**config.mk**
```make
export PLATFORM = sky130hd
export DESIGN_NAME = paula_intctl_gen_flat
export DESIGN_NICKNAME = d
export VERILOG_FILES = /design/src/rtl/paula_intctl_gen_if.sv /design/src/rtl/paula_intctl_gen.sv /design/src/flat_wrapper.sv
export SDC_FILE = /design/constraint.sdc
export NUM_CORES = 1
export LEC_CHECK = 0
export ABC_AREA = 1
export BUFFER_PORTS_ARGS = -buffer_cell sky130_fd_sc_hd__buf_2
export CORE_UTILIZATION = 40
export CTS_BUF_LIST = sky130_fd_sc_hd__clkbuf_8
export CTS_CLUSTER_SIZE = 8
export DETAILED_ROUTE_END_ITERATION = 16
export GPL_TIMING_DRIVEN = 1
export PLACE_DENSITY = 0.67
export SLEW_MARGIN = 20
export SYNTH_ARGS = -nofsm -noshare
export SYNTH_HDL_FRONTEND = slang
export SYNTH_SLANG_ARGS = --single-unit
```
**constraint.sdc**
```tcl
create_clock -name clk -period 2.1 [get_ports clk]
set_input_delay 0.105 -clock clk [delete_from_list [all_inputs] [get_ports clk]]
set_output_delay 0.105 -clock clk [all_outputs]
set_load 0.03 [all_outputs]
```
**src/rtl/paula_intctl_gen_if.sv**
```systemverilog
// Register-bus and acknowledge signals between the 68k side and the interrupt controller.
// The master drives address, write data and acknowledge; the slave returns read data.
interface paula_intctl_gen_if;
  logic [8:1]  reg_address_in;
  logic [15:0] data_in;
  logic [15:0] data_out;
  logic        iack;
  logic [2:0]  iack_level;

  modport master (
    output reg_address_in,
    output data_in,
    output iack,
    output iack_level,
    input  data_out
  );

  modport slave (
    input  reg_address_in,
    input  data_in,
    input  iack,
    input  iack_level,
    output data_out
  );
endinterface

```
**src/rtl/paula_intctl_gen.sv**
```systemverilog
// Paula-style interrupt controller: request/enable registers, edge or level capture,
// per-bit level priority with acknowledge auto-clear, registered active-low _ipl.
module paula_intctl_gen #(
  parameter int          NSRC         = 14,
  parameter logic [14:0] EDGE_MASK    = 15'h0000,
  parameter logic [14:0] AUTOCLR_MASK = 15'h0000,
  parameter logic [44:0] LEVELS       = {3'd6, 3'd6, 3'd5, 3'd5, 3'd4, 3'd4, 3'd4, 3'd4,
                                         3'd3, 3'd3, 3'd3, 3'd2, 3'd1, 3'd1, 3'd1},
  parameter logic [8:0]  INTENAR      = 9'h01c,
  parameter logic [8:0]  INTREQR      = 9'h01e,
  parameter logic [8:0]  INTENA       = 9'h09a,
  parameter logic [8:0]  INTREQ       = 9'h09c
) (
  input  logic                clk,
  input  logic                clk7_en,
  input  logic                _reset,
  paula_intctl_gen_if.slave   bus,
  input  logic [NSRC-1:0]     src_in,
  output logic [14:0]         req_mirror,
  output logic                irq_valid,
  output logic [3:0]          irq_src,
  output logic [2:0]          _ipl
);

  logic [14:0]     intena_r;
  logic [14:0]     intreq_r;
  logic [NSRC-1:0] src_d_r;
  logic [2:0]      ipl_r;
  logic [3:0]      irq_src_r;
  logic            irq_valid_r;

  logic [14:0]     src_ext_s;
  logic [14:0]     src_d_ext_s;
  logic [14:0]     hw_s;
  logic [14:0]     ena_next_s;
  logic [14:0]     tmp_s;
  logic [14:0]     req_next_s;
  logic [14:0]     act_s;
  logic            ack_hit_s;
  logic [2:0]      best_lvl_s;
  logic [3:0]      best_idx_s;

  function automatic logic [2:0] level_of(input logic [3:0] idx);
    logic [2:0] lvl;
    if (idx < 4'd15) begin
      lvl = LEVELS[6'(idx) * 6'd3 +: 3];
    end else begin
      lvl = 3'd0;
    end
    return lvl;
  endfunction

  // Software-only bits above NSRC read as permanently low sources.
  assign src_ext_s   = {{(15-NSRC){1'b0}}, src_in};
  assign src_d_ext_s = {{(15-NSRC){1'b0}}, src_d_r};
  assign hw_s        = src_ext_s & ~(EDGE_MASK & src_d_ext_s);

  // Next-state for enable/request: writes, acknowledge auto-clear, then hardware sets on top.
  always_comb begin
    ena_next_s = intena_r;
    tmp_s      = intreq_r;
    ack_hit_s  = 1'b0;

    if (bus.reg_address_in == INTENA[8:1]) begin
      if (bus.data_in[15]) begin
        ena_next_s = intena_r | bus.data_in[14:0];
      end else begin
        ena_next_s = intena_r & ~bus.data_in[14:0];
      end
    end else begin
      ena_next_s = intena_r;
    end

    if (bus.reg_address_in == INTREQ[8:1]) begin
      if (bus.data_in[15]) begin
        tmp_s = intreq_r | bus.data_in[14:0];
      end else begin
        tmp_s = intreq_r & ~bus.data_in[14:0];
      end
    end else begin
      tmp_s = intreq_r;
    end

    ack_hit_s = bus.iack && irq_valid_r && (level_of(irq_src_r) == bus.iack_level)
                && AUTOCLR_MASK[irq_src_r];
    if (ack_hit_s) begin
      tmp_s = tmp_s & ~(15'h0001 << irq_src_r);
    end else begin
      tmp_s = tmp_s;
    end

    req_next_s = tmp_s | hw_s;
  end

  // Priority search; the >= comparison lets the higher index win a level tie.
  always_comb begin
    logic [2:0] lvl;
    act_s      = intena_r[14] ? (intreq_r & intena_r) : 15'h0000;
    best_lvl_s = 3'd0;
    best_idx_s = irq_src_r;
    lvl        = 3'd0;
    for (int i = 0; i < 15; i++) begin
      lvl = LEVELS[i*3 +: 3];
      if (act_s[i] && (lvl != 3'd0) && (lvl >= best_lvl_s)) begin
        best_lvl_s = lvl;
        best_idx_s = 4'(i);
      end else begin
        best_lvl_s = best_lvl_s;
        best_idx_s = best_idx_s;
      end
    end
  end

  // Controller state and registered CPU-facing outputs, frozen while clk7_en is low.
  always_ff @(posedge clk or negedge _reset) begin
    if (!_reset) begin
      intena_r    <= 15'h0000;
      intreq_r    <= 15'h0000;
      src_d_r     <= '0;
      ipl_r       <= 3'b111;
      irq_src_r   <= 4'd0;
      irq_valid_r <= 1'b0;
    end else if (clk7_en) begin
      intena_r <= ena_next_s;
      intreq_r <= req_next_s;
      src_d_r  <= src_in;
      if (best_lvl_s != 3'd0) begin
        ipl_r       <= ~best_lvl_s;
        irq_src_r   <= best_idx_s;
        irq_valid_r <= 1'b1;
      end else begin
        ipl_r       <= 3'b111;
        irq_src_r   <= irq_src_r;
        irq_valid_r <= 1'b0;
      end
    end
  end

  // Register readback; reads carry no side effects.
  always_comb begin
    case (bus.reg_address_in)
      INTENAR[8:1]: bus.data_out = {1'b0, intena_r};
      INTREQR[8:1]: bus.data_out = {1'b0, intreq_r};
      default:      bus.data_out = 16'h0000;
    endcase
  end

  assign req_mirror = intreq_r;
  assign irq_valid  = irq_valid_r;
  assign irq_src    = irq_src_r;
  assign _ipl       = ipl_r;

endmodule

```
**src/flat_wrapper.sv**
```systemverilog
// flat-port wrapper written by rule: the top's interface ports become plain ports
module paula_intctl_gen_flat 
#(
  parameter int          NSRC         = 14,
  parameter logic [14:0] EDGE_MASK    = 15'h0000,
  parameter logic [14:0] AUTOCLR_MASK = 15'h0000,
  parameter logic [44:0] LEVELS       = {3'd6, 3'd6, 3'd5, 3'd5, 3'd4, 3'd4, 3'd4, 3'd4,
                                         3'd3, 3'd3, 3'd3, 3'd2, 3'd1, 3'd1, 3'd1},
  parameter logic [8:0]  INTENAR      = 9'h01c,
  parameter logic [8:0]  INTREQR      = 9'h01e,
  parameter logic [8:0]  INTENA       = 9'h09a,
  parameter logic [8:0]  INTREQ       = 9'h09c
)
  (clk, clk7_en, _reset, src_in, req_mirror, irq_valid, irq_src, _ipl, bus_reg_address_in, bus_data_in, bus_iack, bus_iack_level, bus_data_out);
  paula_intctl_gen_if bus_i ();
  input  logic clk;
  input  logic clk7_en;
  input  logic _reset;
  input  logic [NSRC-1:0] src_in;
  output logic [14:0] req_mirror;
  output logic irq_valid;
  output logic [3:0] irq_src;
  output logic [2:0] _ipl;
  input wire logic [$bits(bus_i.reg_address_in)-1:0] bus_reg_address_in;
  input wire logic [$bits(bus_i.data_in)-1:0] bus_data_in;
  input wire logic [$bits(bus_i.iack)-1:0] bus_iack;
  input wire logic [$bits(bus_i.iack_level)-1:0] bus_iack_level;
  output wire logic [$bits(bus_i.data_out)-1:0] bus_data_out;
  assign bus_i.reg_address_in = bus_reg_address_in;
  assign bus_i.data_in = bus_data_in;
  assign bus_i.iack = bus_iack;
  assign bus_i.iack_level = bus_iack_level;
  assign bus_data_out = bus_i.data_out;
  paula_intctl_gen #(.NSRC(NSRC), .EDGE_MASK(EDGE_MASK), .AUTOCLR_MASK(AUTOCLR_MASK), .LEVELS(LEVELS), .INTENAR(INTENAR), .INTREQR(INTREQR), .INTENA(INTENA), .INTREQ(INTREQ)) u_core (.clk(clk), .clk7_en(clk7_en), ._reset(_reset), .bus(bus_i), .src_in(src_in), .req_mirror(req_mirror), .irq_valid(irq_valid), .irq_src(irq_src), ._ipl(_ipl));
endmodule
```
# [After elaboration in Yosys (flattened, before gate mapping)]
# Memories as Yosys holds them, arrays and structs flattened.
# Index checks and enable logic that the tools add are counted.
[classes] n_mul=1 magnitude_cmp=16 n_eq_ne=5 n_shift=2 n_mux=40 bitwise_logic=10 n_reduce_logical=21
[ops] cell="two-way mux 15 bit" n=5
[ops] cell="bitwise AND 15 bit" n=4
[ops] cell="two-way mux 4 bit" n=15
[ops] cell="two-way mux 3 bit" n=16
[ops] cell="variable part select 45 x 7 -> 3 bit (first input constant)" n=1
[ops] cell="NOT 15 bit" n=2
[ops] cell="bitwise OR 15 bit" n=2
[ops] cell="case mux 15 bit (2 select lines)" n=1
[ops] cell=">= comparator 3 bit (first input constant)" n=8
[ops] cell="logical AND 1 bit" n=17
[ops] cell="== test 8 x 4 -> 1 bit (second input constant)" n=2
[ops] cell="== test 8 x 7 -> 1 bit (second input constant)" n=2
[ops] cell="bitwise OR 15 x 14 -> 15 bit" n=1
[ops] cell="nonzero test 15 bit" n=1
[ops] cell="left shift 1 x 4 -> 15 bit (first input constant)" n=1
[ops] cell=">= comparator 2 x 3 -> 1 bit (first input constant)" n=4
[ops] cell="multiplier 4 x 2 -> 6 bit (second input constant)" n=1
[ops] cell="less-than comparator 4 x 5 -> 1 bit (second input constant)" n=1
[ops] cell="less-than comparator 4 bit (second input constant)" n=1
[ops] cell="== test 3 bit" n=1
[ops] cell=">= comparator 1 x 3 -> 1 bit (first input constant)" n=1
[ops] cell="two-way mux 1 bit" n=3
[ops] cell="NOT 3 bit" n=1
[ops] cell="AND reduction 3 bit" n=1
[ops] cell="3 further kinds" n=3
[word_totals] register_bits=38 mem_bits_ro=16 inputBits=45 out_inout_bits=39 word_cells=101 memories=1
[memory_table] memory="(no name shown)" depth=16 width=1 read_ports=1 rd_ports_with_merged_regs=0 write_ports=0 line="paula_intctl_gen.sv:85" text="&& AUTOCLR_MASK[irq_src_r];"

# [Depth between registers and ports, before layout]
# Gate-level depths: netlist (run 1).
[depth] depth_word=47 depth_mapped=17 depth_no_buf=16

# [Least setup slack after synthesis (run 1)]
# Ideal clock, no wire load.
[synth_timing] path_kind="input port to output port" startpoint="in bus_reg_address_in[5]" endpoint="out bus_data_out[12]" arrival_ps=1640 t_required_ps=1995 path_slack_ps=355 cell_stages=4 n_path_buf=0 cell_sequence="or2_1 -> nor3_2 -> nand2_1 -> o21ai_0"
[synth_via] elab_chain_len=2 elab_cells_between_ends=3 cone_classes="eq/ne (2); mux (1)"
[synth_rtl] item="start: declaration" line="flat_wrapper.sv:24" text="input wire logic [$bits(bus_i.reg_address_in)-1:0] bus_reg_address_in;"
[synth_rtl] item="== test 8 x 4 -> 1 bit" line="paula_intctl_gen.sv:141" text="case (bus.reg_address_in)"
[synth_rtl] item="case mux 15 bit (2 select lines) (*)" line="paula_intctl_gen.sv:141"
[synth_rtl] item="end: declaration" line="flat_wrapper.sv:28" text="output wire logic [$bits(bus_i.data_out)-1:0] bus_data_out;"
# Every way passes the cells marked *; elsewhere a longest branch is shown, timed or not.

==> results of run 1 <==
## timing repair
item / in CTS / in global routing
hold buffers: 1 / 0
setup endpoints to repair: 0 / 4
hold endpoints to repair: 35 / 0
buffers inserted: 0 / 0
resized for setup: 0 / 3
## worst paths after layout
check | start | to | slack (ns) | cells after the start
min | src_in[12] | u_core.req_mirror[12]$_DFFE_PN0P_ | 0.03 | 3
max reg2reg | flip-flop | u_core.irq_src[2]$_DFFE_PN0P_ | 0.31 | 12
max | flip-flop | u_core.irq_src[2]$_DFFE_PN0P_ | 0.31 | 12
min reg2reg | u_core._ipl[1]$_DFFE_PN1P_ | u_core._ipl[1]$_DFFE_PN1P_ | 0.48 | 2
min in group asynchronous | _reset | u_core.req_mirror[13]$_DFFE_PN0P_ | 0.46 | 2
max in group asynchronous | _reset | asynchronous set/reset pin | 1.06 | 2
## critical path, delay by kind of cell, from the launching register on
family	cells	cell delay, ns
AOI/OAI and AO/OA	1	0.04
buffers and inverters	2	0.17
and+or+nand+nor	9	0.98
DFF	1	0.48
## metrics by stage
stage / cells / utilization, % / setup WS, ns
floorplan: 306 / - / 0.3549
CTS: 457 / 53.18 / 0.2103
global route: 457 / 53.30 / 0.03512
detailed placement: 448 / 51.28 / 0.2472
finish: 457 / 53.30 / 0.3089
global placement: 448 / 51.28 / 0.2743
## cell families after synthesis
kind of cell / Yosys count
AOI/OAI and AO/OA: 55
buffers and inverters: 52
DFF: 38
muxes: 7
other: 1
and+or+nand+nor: 153
## Yosys cell counts (2+ instances only)
master and instances:
sky130_fd_sc_hd__nand2_1 95, sky130_fd_sc_hd__inv_1 38, sky130_fd_sc_hd__dfrtp_1 35, sky130_fd_sc_hd__nand3_1 32, sky130_fd_sc_hd__o21ai_0 27, sky130_fd_sc_hd__o211ai_1 14
sky130_fd_sc_hd__nor2_1 10, sky130_fd_sc_hd__mux2i_1 7, sky130_fd_sc_hd__clkbuf_1 6, sky130_fd_sc_hd__a21oi_1 5, sky130_fd_sc_hd__o22ai_1 5, sky130_fd_sc_hd__nor3_1 4
sky130_fd_sc_hd__nor3_2 4, sky130_fd_sc_hd__a31oi_1 3, sky130_fd_sc_hd__buf_2 3, sky130_fd_sc_hd__dfstp_2 3, sky130_fd_sc_hd__buf_4 2, sky130_fd_sc_hd__buf_6 2
sky130_fd_sc_hd__nand2_2 2
## layer usage
layer | vias to the layer above | global-route usage (%)
met3 | 14 | 4.405
met4 | 0 | 7.500
met1 | 1042 | 30.29
met5 | - | 0
met2 | 77 | 34.46
li1 | 1161 | -
## power by group through the flow
stage          sequential, mW  clock (mW)  combinational [mW]
2_1_floorplan           0.782           0              0.0938
3_3_place_gp            0.770           0               0.189
3_5_place_dp            0.771           0               0.192
4_1_cts                 0.757       0.522               0.195
5_1_grt                 0.759       0.558               0.219
6_report                0.757       0.500               0.193
## layout make-up
cell class / instances / area, um2 / share of cell area, %
Multi-Input combinational cell: 216 / 1076 / 38.31
Inverter: 39 / 146.4 / 5.212
Clock inverter: 2 / 7.507 / 0.2673
Sequential cell: 38 / 955.9 / 34.03
Tap cell: 70 / 87.58 / 3.118
Clock buffer: 6 / 82.58 / 2.940
Timing Repair Buffer: 86 / 452.9 / 16.12
==> results.txt, run 1 <==
The run finished with clean final reports. The root buffer selected by CTS is sky130_fd_sc_hd__clkbuf_8. The slowest stage of the critical path belongs to the cell sky130_fd_sc_hd__dfrtp_2.

The initial antenna violation count came out at 0. The data required time of the critical path is 2.27 ns. The worst pin sits at a relative slew slack of 43.52%. The transition time of the tightest slew-check pin is 0.8472 ns. The detailed route wirelength on metal2 is 2685 um.

STA classifies the critical path startpoint as a flip-flop. The number of flops mapped to enable cells by yosys came out at 0. Across the run, the number of max-cap violations was 0. The setup path with the least slack is of type reg2reg. In the final routed layout, each cell accounts on average for 13.02 um. The I/O pin count came out at 84.

The total nets after synthesis is 351. Overall power consumption after layout is estimated at 1.450 mW. The chip width is 76.95 um. The synthesized netlist devotes 14.37% of its cell area to compound gates. The clock network power share is 34.5%. Traced cell by cell, the critical path runs through nand3_1, nand2_1, inv_1, nand2_1, nor2_2, nand2_1, nor2_1, nand3_1, nand2_1, inv_2, nor2_1, a31oi_1. The maximum fanout count along the critical path came out at 9. The worst hold slack after final layout is 0.03474 ns. The number of DRC markers in iteration 0 came out at 117. The repair_antennas step left the layout with diodes totalling 0. The weighted congestion reported at the end of routability-driven placement is 0.9258. The clock passes through at most 2 buffers. The remaining number of nets flagged by the antenna check after routing is 0. The register clock-pin slew on the reported worst setup and hold paths is 0.07 ns.

The fmax is 558.3 MHz. The combinational family with the most area after synthesis is simple AND/OR/NAND/NOR gates. After synthesis, the share of flip-flops with an asynchronous set or reset is 100.0%. In this run switching power makes up 26.03% of total power. The mean number of vias per cell is 5.020. The cell that appears most often on the critical path is sky130_fd_sc_hd__nand2_1. Summed over all failing endpoints, the final setup total negative slack is 0 ns. The worst IR drop on VDD came out at 0.2610 mV.

Dividing the synthesized area by the synthesized cell count gives 7.344 um2. The part of the cycle the worst path needs came out at 85.29%. The first-pass GRT wire length is 10400 um.

In the final layout, the share of cells above drive strength 1 is 27.65%. The total of warnings raised by yosys is 0. The share of the synthesized area in the top cell type is 38.98%. Sorting the synthesized cells by area gives the leading types as sky130_fd_sc_hd__dfrtp_1, sky130_fd_sc_hd__nand2_1, sky130_fd_sc_hd__nand3_1, sky130_fd_sc_hd__inv_1, sky130_fd_sc_hd__o21ai_0.

The all-layer global routing usage came out at 22.06%. The clock sink count is 38. Synthesis handed over a netlist of 306 instances. The post-route clock skew came out at 0.005466 ns. In the synthesized netlist the dominant register cell turns out to be sky130_fd_sc_hd__dfrtp_1. The via total after detailed routing came out at 2294.

The combinational share of power came out at 13.3%. Leaving out fill and tap cells, the most frequent cells in the layout are sky130_fd_sc_hd__nand2_1, sky130_fd_sc_hd__buf_2, sky130_fd_sc_hd__inv_1. The count of pins over their slew limit came to 0.

Of the total synthesized cell area, the portion taken by AND, OR, NAND and NOR gates is 30.01%. Summed over all instances, the cell type with the most area after synthesis is sky130_fd_sc_hd__dfrtp_1. Summing the areas of all xor and xnor instances in the mapped netlist gives 0% of the synthesized area. The internal power of the cells came out at 1.072 mW.

The type of the tightest min-delay check is in2reg. At the worst endpoint, the arrival time is 1.96 ns. Summed over all layers, the global routing overflow is 0. The core box area came out at 5270 um2. The first detailed-routing pass ran for 4 iterations. The largest net degree at the start of global routing is 39.

The fill cell total of the finished layout is 555. The residual DRC count came out at 0. Setup violations remaining at the end of the flow were counted as 0.

The highest cell delay on the worst timing path is 0.48 ns. In this run the power density over the cells is 516.1 nW/um2. The met3 wire length is 340 um. The deepest level of the CTS H-tree came out at 2.

The die height is 76.95 um. The multiplexer fraction of the synthesized cell area came out at 3.118%. The register share of total power came out at 52.2%. The analysis attributes to net switching a power of 377.3 uW.

Detailed placement ended at an HPWL of 4394 um. The synthesis-to-finish area growth came out at 25.00%. The net total in the final layout is 431.

The worst path needs 1.791 ns of the cycle, external delays included. The highest routing layer actually used is met4. The final count of hold timing violations is 0. Summing every instance area after synthesis gives 2247 um2.

The clock tree from TritonCTS is yes. The area of placed instances is 2703 um2. Port buffering added 78 buffers. The post-synthesis cell type count is 28. The clock latency at the later pin of the worst-skew pair came out at 0.29 ns. The met1 wire length is 2819 um. The fraction of the mapped netlist area in adder cells is 0%.

The static leakage came out at 1.492 nW. Setup repair after global routing left no endpoint under its margin. Synthesis inferred 38 register bits. STA classifies the critical path endpoint as a flip-flop.

Once the floorplan was initialized, standard cells occupied 42.64% of the core. With fillers left out, the area of the finished cells amounts to 2809 um2. In this run the core area contains 26 standard-cell rows. The aggregate routed wire length came out at 5949 um.

The die outline area is 5921 um2. The number of buffers created by CTS came out at 5. The number of global-route vias before repair is 2244.

The sequential fraction of the synthesis area is 42.48%. Leaving out fill and tap cells, the most frequent cell in the layout is sky130_fd_sc_hd__nand2_1.
No activity file was read; power rests on OpenSTA's default activity.
==> run 2, diff against run 1 <==
Settings changed: CORE_MARGIN set to 10.
==> results.txt, run 2 (same netlist as run 1, synthesis figures left out) <==
The core box area is 5473 um2 (+3.8%). The fmax is 553.1 MHz (-0.94%). The critical path is of the reg2reg type.

The net switching power was 404.8 uW (+7.3%). The clock sink count came out at 38 (unchanged). The clock network power share is 34.3% (-0.2 points).

The I/O pin count is 84 (unchanged). The first-pass GRT wire length came out at 11430 um (+9.9%). The part of the cycle the worst path needs was 86.09% (+0.81 points). The aggregate routed wire length came out at 6764 um (+14%). The worst IR drop on VDD is 0.3667 mV (+40%). The weighted congestion reported at the end of routability-driven placement is 0.8997 (-2.8%). STA classifies the critical path startpoint as a flip-flop. The internal power of the cells is 1.039 mW (-3.1%). The transition time of the tightest slew-check pin is 0.8753 ns (+0.02810 ns). The setup violation total in the final timing report is 0 (unchanged). The initial core utilization came out at 41.06% (-1.6 points). TritonCTS built the clock tree. The count of antenna diodes in the layout was 0 (unchanged). The setup TNS came out at 0 ns (unchanged). The remaining number of nets flagged by the antenna check after routing is 0 (unchanged). The count of pins over their slew limit is 0 (unchanged). The initial antenna violation count is 0 (unchanged). The data required time of the critical path is 2.27 ns (about the same).

The cell row count is 27 (+3.8%). The clock latency at the later pin of the worst-skew pair came to 0.30 ns (about the same). The headroom to the max-slew limit came to 41.64% (-1.9 points). The number of maximum-capacitance violations came out at 0 (unchanged). The highest cell delay on the worst timing path came to 0.51 ns (+0.03 ns).

The maximum clock path buffer count is 2 (unchanged). CTS placed an instance of sky130_fd_sc_hd__clkbuf_8 at the clock tree root. The switching fraction of total power came out at 28.04% (+2.0 points). The number of buffers created by CTS is 5 (unchanged). The all-layer global routing usage is 15.62% (-6.4 points).

The fraction of final layout cells with drive strength greater than 1 came to 27.46% (-0.19 points). The number of standard cells in the layout, taps in and fillers out is 458 (+0.22%). The total instance count after detailed placement is 449 (+0.22%). The via total after detailed routing is 2311 (+0.74%). The least setup slack across all paths after layout is 0.2920 ns (-0.01692 ns). The combinational share of power is 13.3% (about the same).

The largest net degree at the start of global routing is 39 (unchanged). The signal on the critical path passes through inv_1, nor3_2, nor2_2, nand2_1, nor2_1, nand3_1, nand2_1, inv_2, nor2_1, a21oi_1. The number of global-route vias before repair came out at 2394 (+6.7%).

The chip width came out at 94.95 um (+23%). Among all stages on the critical path, the largest delay is contributed by sky130_fd_sc_hd__dfrtp_2. The deepest level of the CTS H-tree is 2 (unchanged). The sort of element at the end of the critical path is a flip-flop. The run finished with clean final reports.

The mean number of vias per cell was 5.046 (+0.52%). The die height came out at 94.95 um (+23%). The maximum fanout count along the critical path came out at 13 (+4). The net total in the final layout came out at 430 (-0.23%). Setup repair after global routing left no endpoint under its margin. The top cell types in the final layout, fill and taps aside, are sky130_fd_sc_hd__nand2_1, sky130_fd_sc_hd__buf_2, sky130_fd_sc_hd__inv_1. The synthesis-to-finish area growth is 24.44%. The post-route clock skew came out at 0.01073 ns (+0.005261 ns). The final count of hold timing violations is 0 (unchanged). The global-route congestion overflow total came out at 0 (unchanged).

The number of detailed-routing iterations run before antenna repair came out at 4 (unchanged). The shortest clock period the worst path allows after layout came out at 1.808 ns (+0.01692 ns). The static leakage is 1.486 nW (-0.43%). The total power per unit cell area came out at 516.3 nW/um2 (about the same). The die outline area is 9016 um2 (+52%). The count of input and output buffers came out at 78 (unchanged). The register share of total power is 52.5% (+0.3 points). The average wire length per cell after detail routing came to 14.77 um (+13%). The worst path arrival time is 1.98 ns (+0.02 ns). The path class of the tightest hold or removal check is in2reg.

The number of DRC markers in iteration 0 was 177 (+51%). The residual DRC count is 0 (unchanged). The register clock-pin slew on the reported worst setup and hold paths is 0.08 ns (about the same). Leaving out fill and tap cells, the most frequent cell in the layout is sky130_fd_sc_hd__nand2_1. The half-perimeter wire length after placement came out at 5068 um (+15%). The pre-CTS setup slack is 0.1302 ns (-0.1170 ns).
## run 2: cell types whose count changed in the layout (fill, tap and decap cells not counted), sizes merged
cell,before,now
inv,41,40
clkinv,0,2
clkbuf,6,5
buf,85,84
## run 2: critical path: cells and delay by family (launching register included)
kind | cells | cell delay, ns
simple gates | 7 | 0.79
flops | 1 | 0.51
buf+inv | 2 | 0.33
compound gates | 1 | 0.05
## run 2: power groups by stage
stage | registers, mW | clock network, mW | logic (mW)
global route | 0.759 | 0.530 | 0.218
detailed placement | 0.772 | 0 | 0.191
floorplan | 0.782 | 0 | 0.0938
CTS | 0.757 | 0.504 | 0.193
finish | 0.758 | 0.495 | 0.191
global placement | 0.771 | 0 | 0.188
## run 2: path summary, 6_finish.rpt
check / start / endpoint / slack [ns] / depth (start not counted)
worst max-delay path: flip-flop / u_core.irq_src[1]$_DFFE_PN0P_ / 0.29 / 10
worst min-delay path: src_in[12] / u_core.req_mirror[12]$_DFFE_PN0P_ / 0.02 / 3
worst max register to register: flip-flop / u_core.irq_src[1]$_DFFE_PN0P_ / 0.29 / 10
worst min register to register: u_core._ipl[2]$_DFFE_PN1P_ / u_core._ipl[2]$_DFFE_PN1P_ / 0.47 / 2
max in group asynchronous: _reset / asynchronous set/reset pin / 1.04 / 2
min in group asynchronous: _reset / u_core.req_mirror[8]$_DFFE_PN0P_ / 0.45 / 2
## run 2: routing by layer
layer,GRT usage (%),share of wire (%)
met2,26.66,48
met4,5.611,1.6
met1,18.45,43
met5,0,0
met3,4.124,7.5
## run 2: timing repair
item / in CTS / in global routing
setup endpoints to repair: 0 / 4
setup buffers: 0 / 0
hold endpoints to repair: 35 / 0
gates resized for setup: 0 / 2
hold buffers: 1 / 0
## run 2: metrics by stage
stage / instance area, um2 / hold slack (ns) / util, % / total power, mW
5_1_grt: 2796 / 0.03609 / 51.10 / 1.507
2_1_floorplan: 2247 / -0.1906 / - / 0.8758
3_3_place_gp: 2698 / 0.2725 / 49.29 / 0.9586
3_5_place_dp: 2698 / 0.2769 / 49.29 / 0.9626
4_1_cts: 2790 / 0.01925 / 50.98 / 1.455
6_report: 2796 / 0.02254 / 51.10 / 1.444
## run 2: final cells by class
type / instances / area (um2)
clock inverter: 3 / 13.76
multi-input combinational: 216 / 1076
tap: 72 / 90.09
inverter: 39 / 146.4
sequential: 38 / 955.9
clock buffer: 5 / 68.82
fill: 582 / 2676
timing repair buffer: 85 / 445.4
